===== src/rtl/uart_rx_pkg.sv =====
// Shared types and constants for the oversampling UART receiver.
package uart_rx_pkg;

  localparam int DEFAULT_DATA_WIDTH = 8;

  localparam logic [5:0] PRESCALE_8  = 6'd8;
  localparam logic [5:0] PRESCALE_16 = 6'd16;
  localparam logic [5:0] PRESCALE_32 = 6'd32;

  // IDLE: line idle | START: start bit | DATA: payload | PARITY: parity bit | STOP: stop bit
  typedef enum logic [2:0] {
    ST_IDLE,
    ST_START,
    ST_DATA,
    ST_PARITY,
    ST_STOP
  } state_t;

  function automatic logic [5:0] legal_prescale(input logic [5:0] p);
    return (p == PRESCALE_8 || p == PRESCALE_16 || p == PRESCALE_32) ? p : PRESCALE_8;
  endfunction

  function automatic logic majority3(input logic a, input logic b, input logic c);
    return (a & b) | (a & c) | (b & c);
  endfunction

endpackage


===== src/rtl/uart_rx_sampler.sv =====
// Per-bit edge counter and 2-of-3 majority vote around the bit centre.
module uart_rx_sampler
  import uart_rx_pkg::*;
(
  input  logic       i_clk,
  input  logic       i_rst,
  input  logic       i_run,
  input  logic       i_rx,
  input  logic [5:0] i_prescale,
  output logic       o_wrap,
  output logic       o_maj,
  output logic       o_maj_vld
);

  logic [5:0] r_cnt;
  logic       r_s0;
  logic       r_s1;
  logic [5:0] w_half;

  assign w_half    = {1'b0, i_prescale[5:1]};
  assign o_wrap    = (r_cnt == i_prescale - 6'd1);
  assign o_maj_vld = (r_cnt == w_half + 6'd1);
  // third vote is the live line, so the result is ready in the P/2+1 cycle itself
  assign o_maj     = majority3(r_s0, r_s1, i_rx);

  always_ff @(posedge i_clk or posedge i_rst) begin
    if (i_rst) begin
      r_cnt <= '0;
      r_s0  <= 1'b1;
      r_s1  <= 1'b1;
    end else begin
      if (!i_run || o_wrap) r_cnt <= '0;
      else                  r_cnt <= r_cnt + 6'd1;
      if (r_cnt == w_half - 6'd1) r_s0 <= i_rx;
      if (r_cnt == w_half)        r_s1 <= i_rx;
    end
  end

endmodule


===== src/rtl/uart_rx.sv =====
// UART receiver: synchronizer, frame FSM, shift register, parity check and strobes.
module uart_rx
  import uart_rx_pkg::*;
#(
  parameter int DATA_WIDTH = DEFAULT_DATA_WIDTH
) (
  input  logic                  CLK,
  input  logic                  RST,
  input  logic                  RX_IN,
  input  logic [5:0]            Prescale,
  input  logic                  PAR_EN,
  input  logic                  PAR_TYP,
  output logic [DATA_WIDTH-1:0] P_DATA,
  output logic                  Data_valid,
  output logic                  Par_err,
  output logic                  Stp_err
);

  localparam int BW = $clog2(DATA_WIDTH + 1);

  state_t                r_state;
  state_t                w_next;
  logic                  r_sync1;
  logic                  r_sync2;
  logic [5:0]            r_prescale;
  logic                  r_par_en;
  logic                  r_par_typ;
  logic [DATA_WIDTH-1:0] r_shift;
  logic [BW-1:0]         r_bit_cnt;
  logic                  r_par_bit;
  logic                  r_wait_high;
  logic                  r_valid;
  logic                  r_par_err;
  logic                  r_stp_err;
  logic [DATA_WIDTH-1:0] r_data;

  logic w_start;
  logic w_run;
  logic w_wrap;
  logic w_maj;
  logic w_maj_vld;
  logic w_last_bit;
  logic w_par_bad;
  logic w_stop_sample;

  always_ff @(posedge CLK or posedge RST) begin
    if (RST) begin
      r_sync1 <= 1'b1;
      r_sync2 <= 1'b1;
    end else begin
      r_sync1 <= RX_IN;
      r_sync2 <= r_sync1;
    end
  end

  // after a stop error the line must go high again before a new start is accepted
  assign w_start       = (r_state == ST_IDLE) && !r_wait_high && !r_sync2;
  assign w_run         = (w_next != ST_IDLE);
  assign w_last_bit    = (r_bit_cnt == BW'(DATA_WIDTH - 1));
  assign w_par_bad     = r_par_en && (r_par_bit != (r_par_typ ^ (^r_shift)));
  assign w_stop_sample = (r_state == ST_STOP) && w_maj_vld;

  uart_rx_sampler u_sampler (
    .i_clk      (CLK),
    .i_rst      (RST),
    .i_run      (w_run),
    .i_rx       (r_sync2),
    .i_prescale (r_prescale),
    .o_wrap     (w_wrap),
    .o_maj      (w_maj),
    .o_maj_vld  (w_maj_vld)
  );

  always_ff @(posedge CLK or posedge RST) begin
    if (RST) r_state <= ST_IDLE;
    else     r_state <= w_next;
  end

  always_comb begin
    w_next = r_state;
    case (r_state)
      ST_IDLE:   if (w_start) w_next = ST_START;
      ST_START: begin
        if (w_maj_vld && w_maj) w_next = ST_IDLE;
        else if (w_wrap)        w_next = ST_DATA;
      end
      ST_DATA:   if (w_wrap && w_last_bit) w_next = r_par_en ? ST_PARITY : ST_STOP;
      ST_PARITY: if (w_wrap) w_next = ST_STOP;
      ST_STOP:   if (w_maj_vld) w_next = ST_IDLE;
      default:   w_next = ST_IDLE;
    endcase
  end

  always_ff @(posedge CLK or posedge RST) begin
    if (RST) begin
      r_prescale  <= PRESCALE_8;
      r_par_en    <= 1'b0;
      r_par_typ   <= 1'b0;
      r_shift     <= '0;
      r_bit_cnt   <= '0;
      r_par_bit   <= 1'b0;
      r_wait_high <= 1'b0;
      r_valid     <= 1'b0;
      r_par_err   <= 1'b0;
      r_stp_err   <= 1'b0;
      r_data      <= '0;
    end else begin
      r_valid   <= 1'b0;
      r_par_err <= 1'b0;
      r_stp_err <= 1'b0;
      if (w_start) begin
        r_prescale <= legal_prescale(Prescale);
        r_par_en   <= PAR_EN;
        r_par_typ  <= PAR_TYP;
        r_bit_cnt  <= '0;
      end
      if (r_state == ST_DATA && w_maj_vld) r_shift <= {w_maj, r_shift[DATA_WIDTH-1:1]};
      if (r_state == ST_DATA && w_wrap)    r_bit_cnt <= r_bit_cnt + BW'(1);
      if (r_state == ST_PARITY && w_maj_vld) r_par_bit <= w_maj;
      if (r_state == ST_IDLE && r_sync2) r_wait_high <= 1'b0;
      if (w_stop_sample) begin
        r_par_err <= w_par_bad;
        r_stp_err <= !w_maj;
        r_valid   <= !w_par_bad && w_maj;
        if (!w_maj) r_wait_high <= 1'b1;
        if (!w_par_bad && w_maj) r_data <= r_shift;
      end
    end
  end

  assign P_DATA     = r_data;
  assign Data_valid = r_valid;
  assign Par_err    = r_par_err;
  assign Stp_err    = r_stp_err;

endmodule


===== config.mk =====
export PLATFORM = sky130hd
export DESIGN_NAME = uart_rx
export DESIGN_NICKNAME = d
export VERILOG_FILES = /design/src/rtl/uart_rx_pkg.sv /design/src/rtl/uart_rx_sampler.sv /design/src/rtl/uart_rx.sv
export SDC_FILE = /design/constraint.sdc
export NUM_CORES = 1
export LEC_CHECK = 0
export BUFFER_PORTS_ARGS = -buffer_cell sky130_fd_sc_hd__buf_2
export CAP_MARGIN = 5
export CORE_UTILIZATION = 36
export CTS_CLUSTER_DIAMETER = 150
export DETAILED_ROUTE_END_ITERATION = 8
export PLACE_DENSITY_LB_ADDON = 0.12
export SYNTH_ARGS = -nofsm -noshare
export SYNTH_HDL_FRONTEND = slang
export SYNTH_SLANG_ARGS = --single-unit

===== constraint.sdc =====
create_clock -name CLK -period 6.5 [get_ports CLK]
set_input_delay 0.325 -clock CLK [delete_from_list [all_inputs] [get_ports CLK]]
set_output_delay 0.325 -clock CLK [all_outputs]
set_load 0.02 [all_outputs]

==> impl_metrics.yaml <==
sta:
  period_needed_ns: 2.70
  fmax_mhz: 370
  finalHoldViolations: 0
  finalWorstSetupSlack_ns: 3.80
  tightest_slew_ns: 0.974
  skew_ns: 0.00555
  slew_violations: 0
  rsz0062_at_grt: "false"
  slew_headroom_pct: 35.0
  setup_viol: 0
  final.setup.tns_ns: 0
  post-route-period-util_pct: 41.5
finish:
  nets: 276
  postLayoutCoreUtil_pct: 40.6
  n_antenna_cell: 0
  finalInstanceArea_mm2: 0.00293
  syn_to_final_growth_pct: 9.70
  stdcell_count: 359
  nFillCells: 738
  layout-drive-gt1-share_pct: 27.7
clocking:
  cts_setup_buffers: 0
  cts_resized: 0
  htree_levels: 2
  cts_tree: "built"
  worstSkewPairLatency_ns: 0.29
  root_buffer: "clkbuf_8"
  ctsHoldBuffers: 0
  cts.clk_slew.worst_paths_ns: 0.08
  clockBufferDepth: 2
  numCtsBuffers: 5
  clkSinkCount: 46
critical_path:
  startpoint_type: "flop"
  slowest_delay_ns: 0.51
  worst-path-max-fanout: 10
  required_ns: 6.67
  worstSetupPathType: "reg -> reg"
  cpMaxStageDelayCell: "dfrtp_1"
  cp_cell_sequence: "inv_1 -> ha_1 -> a21boi_1 -> and3_1 -> o2111ai_1 -> o31ai_2 -> o41ai_2 -> a211oi_2 -> nor3_1"
  path_depth: 9
  r2r_cells: 9
  cp_top_family: "compound AO/OA/AOI/OAI gates"
  endpoint_kind: "flop"
  cp.buffers_inverters: 1
  cp.arrival_ns: 2.87
synthesis:
  synth_top_family_by_area: "simple AND/OR/NAND/NOR gates"
  yosysUniqueCellTypes: 59
  avgSynthCellArea_um2: 11.2
  ys_ff_latch: 46
  synth_edf_count: 0
  syn_inst: 238
  yosysWarnings: 0
  synth_xor_area_share_pct: 11.5
  synth_seq_area_share_pct: 43.3
  yosys.area_share.simple_pct: 19.0
  synth-compound-area-share_pct: 10.3
  synth_fp_nets: 255
  yosys_most_used_dff: "dfrtp_1"
  synth_fa_ha_area_share_pct: 2.81
  async_flop_share_pct: 100
  synth_area_mm2: 0.00267
  synthMuxAreaShare_pct: 10.0
hold_path:
  whs_path_depth: 1
  hp-class: "in -> reg"
grt:
  grt_first_pass_wirelength_mm: 8.76
  antenna_found_initial: 0
  grt-ovfl-total: 0
  grt_start_max_net_pins: 47
  first_global_vias: 1762
  gr-usage-all-layers_pct: 14.8
routing:
  viasPerCell: 4.93
  wl_mm: 5.00
  num_vias: 1771
  postRouteAntennaNets: 0
  drt-pass1-iter-count: 4
  drcViolationCount: 0
  detail_route.wl_per_cell_um: 13.9
  drtIter0Drc: 71
power:
  power_density_mw_per_mm2: 299
  max-vdd-ir-drop_v: 0.000113
  p_sw_share_pct: 38.5
  p_clk_share_pct: 19.3
  power_leakage_uw: 0.00131
  combinationalPowerShare_pct: 35.0
  power.switching_uw: 337
  intPower_uw: 539
  p_seq_share_pct: 45.7
die:
  die_x_um: 88.1
  core-area_mm2: 0.00721
  rows: 31
  initial_core_util_pct: 37.0
  die_y_um: 88.1
  ios: 22
  die_area_mm2: 0.00777
flow_run:
  drv_cap: 0
place:
  dp_slack_ns: 3.75
  place_area_mm2: 0.00285
  place_congestion: 0.787
  detailed_place_hpwl_mm: 3.66
  dp_cells: 351
  io_buffers: 21
run_status:
  status: "finished, final reports clean"
registers in the layout (all words and copies together), names as in the netlist:
name             count
Data_valid           1
P_DATA               8
Par_err              1
Stp_err              1
r_bit_cnt            4
r_par_bit            1
r_par_en             1
r_par_typ            1
r_prescale           6
r_shift              8
r_state              3
r_sync1              1
r_sync2              1
r_wait_high          1
u_sampler.r_cnt      6
u_sampler.r_s0       1
u_sampler.r_s1       1
through the flow:
stage | total power, uW | hold WS (ns)
floorplan | 657 | 0.329
global placement | 720 | 0.349
detailed placement | 717 | 0.348
CTS | 892 | 0.110
global route | 947 | 0.102
finish | 877 | 0.122
power groups by stage:
stage	logic [uW]	clock network, uW	registers, uW
finish	307	169	401
global route	349	189	409
detailed placement	310	0	406
CTS	312	180	400
global placement	312	0	408
floorplan	287	0	370
worst paths after layout:
| kind | startpoint | to | slack (ns) |
|---|---|---|---|
| max | r_prescale[2] | u_sampler.r_cnt[3] | 3.80 |
| min | RX_IN | r_sync1 | 0.12 |
| max reg2reg | r_prescale[2] | u_sampler.r_cnt[3] | 3.80 |
| min reg2reg | r_sync1 | r_sync2 | 0.36 |
| max in group asynchronous | RST | P_DATA[2] | 5.65 |
| min in group asynchronous | RST | r_prescale[4] | 0.24 |
cells by family after synthesis:
logic type | count (synthesis)
buf+inv | 15
fa+ha+maj | 6
simple gates | 85
flops | 46
mux | 24
xor+xnor | 30
compound gates | 32
layer usage:
metal  up-vias  track usage [%]  wire length (um)
li1        886                -                 -
met1       847             22.2              2690
met2        31             21.5              2100
met3         7             2.83               149
met4         0             4.40                59
met5         -                0                 0
area by class of cell:
class	instances	area, um^2	area share, %
clock buffers	6	72.6	2.48
clock inverters	2	10.0	0.342
inverters	8	30.0	1.02
multi-input cells	177	1430	48.8
flip-flops and latches	46	1160	39.5
well taps	99	124	4.23
repair buffers	21	105	3.59
synth_stat cells (2+ instances only):
master / n / area [um^2]
a21o_1: 2 / 15.0
a21oi_1: 4 / 20.0
a31oi_1: 2 / 12.5
and2_1: 3 / 18.8
and3_1: 3 / 18.8
buf_2: 3 / 15.0
buf_6: 3 / 33.8
dfrtp_1: 41 / 1030
dfstp_2: 5 / 131
ha_1: 6 / 75.1
inv_1: 8 / 30.0
mux2_1: 11 / 124
mux2_2: 11 / 124
mux2i_1: 2 / 20.0
nand2_1: 20 / 75.1
nand2_2: 3 / 18.8
nand3_1: 7 / 35.0
nor2_1: 18 / 67.6
nor2_2: 3 / 18.8
nor3_1: 11 / 55.1
o21ai_0: 5 / 25.0
o41ai_1: 2 / 17.5
o41ai_2: 2 / 32.5
or4_1: 2 / 15.0
xnor2_1: 17 / 149
xnor2_4: 2 / 55.1
xor2_1: 10 / 87.6
placed cells by master (no fill, tap or decap), types with 5 or more instances in the layout:
cell and instances:
nor3_1 11, clkbuf_8 5, dfrtp_1 41, o21ai_0 5, xnor2_1 17, nor2_1 18, buf_2 21, dfstp_2 5
inv_1 7, nand3_1 7, nand2_1 20, ha_1 6, mux2_1 11, xor2_1 10, mux2_2 11
Note: power is estimated with default switching activity, not from simulation.
